File: src/rtl/sev_seg_scan.sv
// Two-digit multiplexed 7-segment scanner with anti-ghost blanking and
// boundary-synchronous digit update so a digit never changes mid-slot.
module sev_seg_scan #(
  parameter logic [15:0] DIV       = 16'd50000,
  parameter logic [15:0] BLANK_CYC = 16'd500
) (
  input  logic       clk,
  input  logic       rst_n,
  input  logic       load,
  input  logic [3:0] dig0,
  input  logic [3:0] dig1,
  input  logic       blank_lz,
  output logic [6:0] seg,
  output logic [1:0] an,
  output logic       ld_ack
);

  localparam logic [15:0] LAST = DIV - 16'd1;

  logic [15:0] cnt_reg;
  logic        slot_reg;
  logic        pending_reg;
  logic        boundary;
  logic [7:0]  dig_cat;
  logic [7:0]  disp_flat;
  logic [13:0] dec_flat;
  logic [6:0]  seg_next;
  logic [1:0]  an_next;

  assign boundary = (cnt_reg == LAST);
  assign dig_cat  = {dig1, dig0};

  function automatic logic [6:0] hex2seg(input logic [3:0] v);
    case (v)
      4'h0:    hex2seg = 7'h40;
      4'h1:    hex2seg = 7'h79;
      4'h2:    hex2seg = 7'h24;
      4'h3:    hex2seg = 7'h30;
      4'h4:    hex2seg = 7'h19;
      4'h5:    hex2seg = 7'h12;
      4'h6:    hex2seg = 7'h02;
      4'h7:    hex2seg = 7'h78;
      4'h8:    hex2seg = 7'h00;
      4'h9:    hex2seg = 7'h10;
      4'hA:    hex2seg = 7'h08;
      4'hB:    hex2seg = 7'h03;
      4'hC:    hex2seg = 7'h46;
      4'hD:    hex2seg = 7'h21;
      4'hE:    hex2seg = 7'h06;
      default: hex2seg = 7'h0E;
    endcase
  endfunction

  // Per digit: shadow takes every load; the displayed copy only moves at a
  // slot boundary, either straight from the inputs or from the shadow.
  genvar gi;
  for (gi = 0; gi < 2; gi++) begin : g_digit
    logic [3:0] shadow_reg;
    logic [3:0] disp_reg;

    always_ff @(posedge clk or negedge rst_n) begin
      if (!rst_n) begin
        shadow_reg <= 4'd0;
        disp_reg   <= 4'd0;
      end else begin
        if (load) shadow_reg <= dig_cat[gi*4 +: 4];
        if (boundary && load) disp_reg <= dig_cat[gi*4 +: 4];
        else if (boundary && pending_reg) disp_reg <= shadow_reg;
      end
    end

    assign disp_flat[gi*4 +: 4] = disp_reg;
    assign dec_flat[gi*7 +: 7]  = hex2seg(disp_reg);
  end

  always_comb begin
    seg_next = 7'h7F;
    an_next  = 2'b11;
    if (cnt_reg >= BLANK_CYC) begin
      if (!slot_reg) begin
        an_next  = 2'b10;
        seg_next = dec_flat[6:0];
      end else if (!(blank_lz && (disp_flat[7:4] == 4'd0))) begin
        an_next  = 2'b01;
        seg_next = dec_flat[13:7];
      end
    end
  end

  always_ff @(posedge clk or negedge rst_n) begin
    if (!rst_n) begin
      cnt_reg     <= 16'd0;
      slot_reg    <= 1'b0;
      pending_reg <= 1'b0;
      seg         <= 7'h7F;
      an          <= 2'b11;
      ld_ack      <= 1'b0;
    end else begin
      seg    <= seg_next;
      an     <= an_next;
      ld_ack <= boundary && (load || pending_reg);
      if (boundary) begin
        cnt_reg     <= 16'd0;
        slot_reg    <= ~slot_reg;
        pending_reg <= 1'b0;
      end else begin
        cnt_reg <= cnt_reg + 16'd1;
        if (load) pending_reg <= 1'b1;
      end
    end
  end

endmodule

File: config.mk
export PLATFORM = sky130hd
export DESIGN_NAME = sev_seg_scan
export DESIGN_NICKNAME = d
export VERILOG_FILES = /design/src/rtl/sev_seg_scan.sv
export SDC_FILE = /design/constraint.sdc
export NUM_CORES = 1
export LEC_CHECK = 0
export ABC_AREA = 1
export CAP_MARGIN = 5
export CORE_ASPECT_RATIO = 1.75
export CORE_MARGIN = 4
export CORE_UTILIZATION = 29
export CTS_CLUSTER_SIZE = 25
export DETAILED_ROUTE_END_ITERATION = 10
export GPL_TIMING_DRIVEN = 0
export PLACE_DENSITY = 0.43
export SETUP_SLACK_MARGIN = 0.4
export SYNTH_ARGS = -nofsm -noshare
export SYNTH_HDL_FRONTEND = slang
export SYNTH_SLANG_ARGS = --single-unit
File: constraint.sdc
create_clock -name clk -period 2.7 [get_ports clk]
set_input_delay 0.675 -clock clk [delete_from_list [all_inputs] [get_ports clk]]
set_output_delay 0.675 -clock clk [all_outputs]
set_load 0.02 [all_outputs]
==> reports/results.tsv <==
metric	value	unit
outcome	complete, no violations	
Fill cells	879	
initial antenna violation count	0	
final core utilization	35.8	%
Netlist Area Pre-Place	2480	um2
IR drop worst, VDD	0.315	mV
DRT Pass-1 Iters	4	
final WL	5.57	mm
Yosys Warn Count	0	
Clock Path Buffers	2	
Pwr per Cell Area	472	nW/um2
fin nets	362	
layout cells sized above 1	10.7	%
Antenna Nets Post-Route	0	
Critical Path Fanout Max	1	
core region area	8310	um2
Compound-Gate Fraction of Synth Area	8.58	%
cell-by-cell trace of the critical path	clkdlybuf4s50_1	
biggest area consumer among synthesized cells	dfrtp_1	
row cnt	44	
largest net degree at the start of global routing	31	
Inst Count DP	443	
WL/cell	12.4	um
Crit Path Class	flop to output pin	
die height	130	um
TritonCTS Buffers	5	
Startpoint Class	flop	
Hold Crit Class	input pin to asynchronous set/reset pin	
drt first-iter violations	46	
Yosys cell types	30	
max reg flops	16	
Die Wd	77.9	um
Tot GR Track Use	12.1	%
# IOs	22	
clock-pin slew on the worst setup and hold paths	0.06	ns
global-route wire length before repair	9.63	mm
#FFs+latches synth	44	
post-CTS setup buffers	0	
fin crit share	76.4	%
number of global-route vias before repair	2037	
cell area after layout	2980	um2
hold buffers post-CTS	0	
CTS Root Cell	clkbuf_16	
DIE AREA	10200	um2
Starting Density	29.8	%
CP endpoint kind	output pin	
worst path required time	2.03	ns
fin crit period	2.06	ns
largest family of logic cells by synthesized area	simple AND/OR/NAND/NOR gates	
Multi-input gate area	1160	um2
Num Clock Sinks	44	
adder-cell share of the synthesized area	7.57	%
DP Wirelength	4.44	mm
cell family with most CP delay	buffers and inverters	
simple-gate share of the synthesized area	26.2	%
slowest stage delay, CP	0.59	ns
via count	1947	
Hold Fails Final Rpt	0	
leakage power	0.00143	uW
Net Count, Synth	334	
# H-tree levels	2	
vias per cell	4.32	
worst slew pin tran	0.388	ns
sequential cell area	1110	um2
Max Cap Violations	0	
Clock Skew	0.00575	ns
Synth area leaders	dfrtp_1, nand2_1, dfstp_2	
area growth from synthesis to layout	20.1	%
# setup viols final	0	
port buffer count	20	
diodes inserted	0	
routability cong.	0.809	
Clock Latency Late Sink	0.28	ns
multiplexer share of the synthesized area	1.36	%
dpl ws	0.799	ns
CTS resizes	0	
worst setup margin	0.637	ns
register area share after synthesis	44.9	%
Gate Count Post-Synth	307	
Slew headroom	74.1	%
Post-route DRC	0	
placed inst area	2840	um2
RSZ-0062 raised after global routing	no	
Finished Layout Cells	451	
share of the synthesized area in the top cell type	35.3	%
slowest cell on the critical path	clkdlybuf4s50_1	
Worst EP arrival	1.39	ns
CP bufs+invs	1	
XOR/XNOR Fraction of Synth Area	3.18	%
Fmax	485	MHz
mean post-synth cell area	8.08	um2
TritonCTS clock tree	done	
grt ovf	0	
Final Max Slew Viols	0	
per-layer routing:
layer	vias up	routed length, um	GRT usage (%)
met2	30	3190	24.3
li1	1024	-	-
met5	-	0	0
met1	881	2040	11.5
met4	0	187	5.66
met3	12	155	2.56
cells by family after synthesis:
group	count (synthesis)
adders and majority gates	15
DFF	44
buffers and inverters	49
xor gates and xnor gates	9
muxes	3
and+or+nand+nor	147
AOI/OAI and AO/OA	40
worst paths after layout:
kind,from,to,slack [ns],depth (start not counted)
max,seg[5],seg[5],0.64,1
min,rst_n,g_digit[1].disp_reg[0],0.30,1
max reg2reg,g_digit[1].disp_reg[1],seg[5],1.07,8
min reg2reg,cnt_reg[0],cnt_reg[0],0.47,1
max in group asynchronous,rst_n,seg[4],1.83,2
min in group clk,cnt_reg[0],cnt_reg[0],0.47,1
layout by cell type, fill, tap and decap left out, types with 3 or more instances in the layout:
cell,n
nor2_1,30
dfstp_2,9
nand2_2,3
inv_1,40
nand4_1,7
clkdlybuf4s50_1,19
ha_1,15
nor2_4,3
buf_4,3
nand3_1,19
dfrtp_1,35
xor2_1,9
nand2_1,79
a21oi_1,7
clkbuf_16,5
mux2_2,3
o21ai_0,27
cell usage after synthesis:
master    instances
nand2_1          79
inv_1            40
dfrtp_1          35
nor2_1           30
o21ai_0          27
nand3_1          19
ha_1             15
dfstp_2           9
xor2_1            9
a21oi_1           7
nand4_1           7
buf_4             3
mux2_2            3
nand2_2           3
nor2_4            3
clkbuf_1          2
nand3_2           2
o211ai_1          2
a31oi_1           1
buf_2             1
buf_6             1
clkinv_1          1
inv_2             1
nand2_4           1
nor3_1            1
nor3b_1           1
nor4_1            1
o21a_1            1
o22ai_1           1
o31ai_1           1
metrics by stage:
| step | setup TNS [ns] | total power (uW) | hold slack [ns] |
|---|---|---|---|
| after floorplan | 0 | 775 | 0.379 |
| after global placement | -12.28 | 827 | 0.453 |
| after detailed placement | 0 | 830 | 0.464 |
| after CTS | 0 | 1440 | 0.311 |
| after global routing | 0 | 1470 | 0.323 |
| final | 0 | 1400 | 0.303 |
final cells by class:
cell class,count,share of cell area [%]
multi-input combinational,214,39.1
clock inverter,3,0.462
sequential,44,37.4
buffer,7,1.55
tap,115,4.83
inverter,42,5.29
timing repair buffer,21,7.23
clock buffer,5,4.20
power by group:
group | switching (uW) | internal (uW) | total (uW)
Combinational | 76.5 | 51.7 | 128
Sequential | 9.00 | 678 | 687
Clock | 253 | 336 | 590
No activity file was read; power rests on OpenSTA's default activity.
